$ cat src/rtl/cam_framewriter.sv
// Camera frame writer: captures one full frame per request into a small FIFO
// and streams {pixel index, pixel} words to a ready/valid sink.
module cam_framewriter #(
    parameter int H_PIXELS   = 320,
    parameter int V_LINES    = 258,
    parameter int FIFO_DEPTH = 4
) (
    input  logic        clk,
    input  logic        rst,
    input  logic [11:0] vid_pixel,
    input  logic        vid_pixsync,
    input  logic        vid_vsync,
    input  logic        vid_visible,
    input  logic        vid_locked,
    input  logic        capture_req,
    output logic [16:0] wr_addr,
    output logic [15:0] wr_data,
    output logic        wr_valid,
    input  logic        wr_ready,
    output logic        busy,
    output logic        done,
    output logic        overflow,
    output logic        aborted,
    output logic [7:0]  frame_count
);

    localparam int          PW   = (FIFO_DEPTH > 1) ? $clog2(FIFO_DEPTH) : 1;
    localparam logic [16:0] LAST = 17'(H_PIXELS * V_LINES - 1);
    localparam logic [PW:0] FULL = (PW + 1)'(FIFO_DEPTH);

    localparam logic [2:0] S_IDLE     = 3'd0;
    localparam logic [2:0] S_ARM      = 3'd1;
    localparam logic [2:0] S_WAIT_SOF = 3'd2;
    localparam logic [2:0] S_CAPTURE  = 3'd3;
    localparam logic [2:0] S_DRAIN    = 3'd4;

    logic [2:0]    state;
    logic [16:0]   idx;
    logic [28:0]   mem [0:FIFO_DEPTH-1];
    logic [PW-1:0] wptr, rptr, rptr_nxt;
    logic [PW:0]   count, count_nxt;
    logic [11:0]   head_pix;
    logic [28:0]   push_word, head_nxt;
    logic          lock_lost, take, pop, push, full;

    assign lock_lost = !vid_locked &&
                       (state == S_ARM || state == S_WAIT_SOF || state == S_CAPTURE);
    assign take      = state == S_CAPTURE && vid_locked && vid_pixsync && vid_visible;
    assign pop       = wr_valid && wr_ready;
    assign full      = count == FULL;
    // A pop in the same cycle frees the slot, so a full FIFO still accepts.
    assign push      = take && (!full || pop);
    assign push_word = {idx, vid_pixel};
    assign rptr_nxt  = rptr + PW'(pop);
    assign count_nxt = count + (PW + 1)'(push) - (PW + 1)'(pop);

    // Next head of queue: the word being pushed if the FIFO drains to empty
    // this cycle, otherwise the stored entry at the advanced read pointer.
    always_comb begin
        head_nxt = mem[rptr_nxt];
        if (count == '0 || (count == (PW + 1)'(1) && pop))
            head_nxt = push_word;
    end

    assign busy    = state != S_IDLE;
    assign wr_data = {4'b0, head_pix};

    always_ff @(posedge clk) begin
        if (push)
            mem[wptr] <= push_word;
    end

    always_ff @(posedge clk or posedge rst) begin
        if (rst) begin
            wptr     <= '0;
            rptr     <= '0;
            count    <= '0;
            wr_valid <= 1'b0;
            wr_addr  <= '0;
            head_pix <= '0;
        end else if (lock_lost) begin
            wptr     <= '0;
            rptr     <= '0;
            count    <= '0;
            wr_valid <= 1'b0;
        end else begin
            wptr     <= wptr + PW'(push);
            rptr     <= rptr_nxt;
            count    <= count_nxt;
            wr_valid <= count_nxt != '0;
            if (count_nxt != '0)
                {wr_addr, head_pix} <= head_nxt;
        end
    end

    always_ff @(posedge clk or posedge rst) begin
        if (rst) begin
            state       <= S_IDLE;
            idx         <= '0;
            done        <= 1'b0;
            overflow    <= 1'b0;
            aborted     <= 1'b0;
            frame_count <= '0;
        end else begin
            done <= 1'b0;
            if (lock_lost) begin
                state   <= S_IDLE;
                aborted <= 1'b1;
                done    <= 1'b1;
            end else begin
                case (state)
                    S_IDLE: if (capture_req) begin
                        state    <= S_ARM;
                        overflow <= 1'b0;
                        aborted  <= 1'b0;
                        idx      <= '0;
                    end
                    S_ARM:      if (vid_vsync)  state <= S_WAIT_SOF;
                    S_WAIT_SOF: if (!vid_vsync) state <= S_CAPTURE;
                    S_CAPTURE: if (take) begin
                        // Dropped pixels still consume an index so later addresses stay true.
                        idx <= idx + 17'd1;
                        if (!push)
                            overflow <= 1'b1;
                        if (idx == LAST)
                            state <= S_DRAIN;
                    end
                    S_DRAIN: if (count == '0) begin
                        state       <= S_IDLE;
                        done        <= 1'b1;
                        frame_count <= frame_count + 8'd1;
                    end
                    default: state <= S_IDLE;
                endcase
            end
        end
    end

endmodule
$ cat config.mk
export PLATFORM = sky130hd
export DESIGN_NAME = cam_framewriter
export DESIGN_NICKNAME = d
export VERILOG_FILES = /design/src/rtl/cam_framewriter.sv
export SDC_FILE = /design/constraint.sdc
export NUM_CORES = 1
export LEC_CHECK = 0
export BUFFER_PORTS_ARGS = -buffer_cell sky130_fd_sc_hd__clkbuf_2
export CORE_MARGIN = 3
export CORE_UTILIZATION = 30
export CTS_CLUSTER_DIAMETER = 100
export DETAILED_ROUTE_END_ITERATION = 16
export SLEW_MARGIN = 30
export SYNTH_ARGS = -nofsm -noshare
export SYNTH_HDL_FRONTEND = slang
export SYNTH_SLANG_ARGS = --single-unit
$ cat constraint.sdc
create_clock -name clk -period 3.75 [get_ports clk]
set_input_delay 0.75 -clock clk [delete_from_list [all_inputs] [get_ports clk]]
set_output_delay 0.75 -clock clk [all_outputs]
set_load 0.005 [all_outputs]
==> impl_metrics.ini <==
[detailed_routing]
drt_iter0_markers = 286
wirelength_um = 15500
topRoutingLayerUsed = met4
viasPerCell = 4.77
route.met3.wl_um = 664
met2WireLength_um = 7590
antenna_left = 0
num_vias = 4242
wl_per_cell_um = 17.4
wl_met1_um = 7060
dr.pass1.iters = 4
drc = 0

[global_route]
grt_pass1_vias = 4449
antenna_found_initial = 0
grt_start_max_net_pins = 31
grt_pass1_wl_um = 25200
grtUsageTotal = 0.122
overflow = 0

[synthesis]
yosys.area.top_type = edfxtp_1
ys_seq_elements = 184
synth_edf_count = 116
synth-async-reset-ratio = 0.370
synth_cell_types = 45
syn_area_per_cell_sq_um = 15.7
yosys-top-cells-count = 116 x edfxtp_1, 68 x dfrtp_1, 52 x nor2_1, 34 x a21oi_1, 29 x mux4_2
yosys_most_used_dff = edfxtp_1
synth-seq-area-share = 0.685
synthCells = 482
yosysMostFrequentCell = edfxtp_1
yosys-top-cells-area = edfxtp_1 46%, dfrtp_1 22%, mux4_2 8.6%
ys_warn_count = 0
synth_top_cell_area_share = 0.460
netlist_area_sq_um = 7570

[layout]
fin_nets = 579
final_cell_count_no_fill = 889
fin_area_sq_um = 8950
drive_above_1_share = 0.269
n_antenna_cell = 0
area_delta_synth_final_pct = 18.2

[sta]
period_needed_ps = 3200
rsz0062_at_grt = no
fin_crit_sh = 0.853
final-setup-viol-count = 0
fmax_mhz = 313
finalSetupTns_ps = 0
hold_viol = 0
slew_viol_final = 0
maxSlewHeadroom = 0.537
skew_ps = 9.52
tightestPinTransition_ps = 693

[critical_path]
worstSetupPathType = flop to flop
worstPathArrival_ps = 3540
start_kind = flop
reg2reg_depth = 14
cp.required_ps = 4100
critPathMaxFanout = 29
end_kind = flop

[cts]
cts_tree = built
ctsHoldBuffers = 0
htree_levels = 4
cts_sinks = 184
clock_latency_ps = 430
cts_root_buf = clkbuf_16
postCtsSetupBuffers = 0
cts.reportedPaths.clkPinSlew_ps = 70
cts_made_buffers = 17
cts_resized = 0
clock_path_buffers = 2

[floorplan]
die_h_um = 165
row_count = 57
core_sq_um = 24500
die_x_um = 165
start_util = 0.309
die_area_sq_um = 27200
io_pins = 66

[place]
place.gp.congestion = 0.818
portBuffers = 61
place_area_sq_um = 8350
post-place-cells = 857
dp_hpwl_um = 9790

[worst_hold_path]
hp-class = input port to asynchronous set/reset pin

[power]
p_total_w = 0.00636
leakage_nw = 3.57
vdd_drop_max_v = 0.000332
power_density_nw_per_um2 = 711

[run]
max_cap_violations = 0

[status]
status = complete, no violations
-- metrics by stage --
| stage | worst slack, ps | utilization | hold WS, ps |
|---|---|---|---|
| after floorplan | 375 | - | 468 |
| after global placement | 379 | 0.340 | 465 |
| after detailed placement | 248 | 0.340 | 472 |
| after CTS | 558 | 0.365 | 351 |
| after global routing | 265 | 0.365 | 375 |
| final | 553 | 0.365 | 341 |
-- cell families (layout without fill, tap and decap cells) --
kind of cell | count (synthesis) | after routing | synth area share
multiplexers | 59 | 59 | 0.126
AO/OA/AOI/OAI | 47 | 47 | 0.0357
other | 1 | 4 | 0.000495
buffers and inverters | 36 | 116 | 0.0263
adder cells (fa/ha/maj) | 7 | 7 | 0.0126
AND/OR/NAND/NOR | 122 | 122 | 0.0839
flip-flops | 184 | 184 | 0.685
XOR/XNOR | 26 | 26 | 0.0301
-- flip-flops by register name, summed over array words and instances, names as in the netlist --
| name | count |
|---|---|
| rptr | 2 |
| state | 3 |
| wr_addr | 17 |
| wr_valid | 1 |
| mem | 116 |
| overflow | 1 |
| aborted | 1 |
| frame_count | 8 |
| idx | 17 |
| count | 3 |
| done | 1 |
| head_pix | 12 |
| wptr | 2 |
-- worst max-delay path, cell delays in order, from the launching register on --
cell and delay, ps:
dfrtp_1 610, nand4b_4 230, nor2_2 160, nand2_1 90
ha_1 270, inv_1 60, ha_1 140, inv_1 50
fa_1 360, xor2_1 160, xnor2_1 180, a31oi_4 240
buf_4 350, nor2_1 70, a21oi_1 140
-- power by group --
| part | internal, W | total (W) | switching, W |
|---|---|---|---|
| Combinational | 0.000888 | 0.00194 | 0.00105 |
| Sequential | 0.00241 | 0.00260 | 0.000196 |
| Clock | 0.00105 | 0.00182 | 0.000770 |
| Total | 0.00435 | 0.00636 | 0.00202 |
-- cells in the final DEF, fill, tap and decap left out, types with 2 or more instances in the layout --
master and n:
edfxtp_1 116, dfrtp_1 68, clkbuf_2 61, nor2_1 51
a21oi_1 34, mux4_2 29, mux2i_1 28, clkbuf_16 17
nand2_1 16, xor2_1 13, xnor2_1 12, nand4_1 10
buf_4 10, and3_1 9, inv_1 8, nand3_1 8
ha_1 5, clkinvlp_4 5, o21ai_0 4, and2_1 4
conb_1 4, buf_12 4, nor2_2 3, nor3_1 3
bufinv_16 3, inv_6 3, or3_1 2, and4_1 2
nand2b_1 2, o31ai_1 2, nor2b_1 2, mux2_2 2
-- area by class of cell --
| cell class | instances | area, sq um |
|---|---|---|
| Clock buffer | 18 | 429 |
| Clock inverter | 14 | 171 |
| Fill cell | 2346 | 15600 |
| Inverter | 9 | 33.8 |
| Multi-Input combinational cell | 265 | 2260 |
| Sequential cell | 184 | 5180 |
| Tap cell | 324 | 405 |
| Timing Repair Buffer | 75 | 460 |
-- final timing paths --
| check | startpoint | to | slack [ps] |
|---|---|---|---|
| max | state[0]$_DFFE_PP0P_ | head_pix[3]$_DFFE_PP0P_ | 550 |
| min | rst | frame_count[7]$_DFFE_PP0P_ | 340 |
| max reg2reg | state[0]$_DFFE_PP0P_ | head_pix[3]$_DFFE_PP0P_ | 550 |
| min reg2reg | frame_count[7]$_DFFE_PP0P_ | frame_count[7]$_DFFE_PP0P_ | 480 |
| max in group asynchronous | rst | head_pix[7]$_DFFE_PP0P_ | 2590 |
| min in group clk | frame_count[7]$_DFFE_PP0P_ | frame_count[7]$_DFFE_PP0P_ | 480 |
-- routing by layer --
metal	global-route usage	up-vias
met4	0.0374	0
met5	0	-
met3	0.0354	12
met2	0.195	91
li1	-	1938
met1	0.162	2201
(Power assumes the default switching activity.)
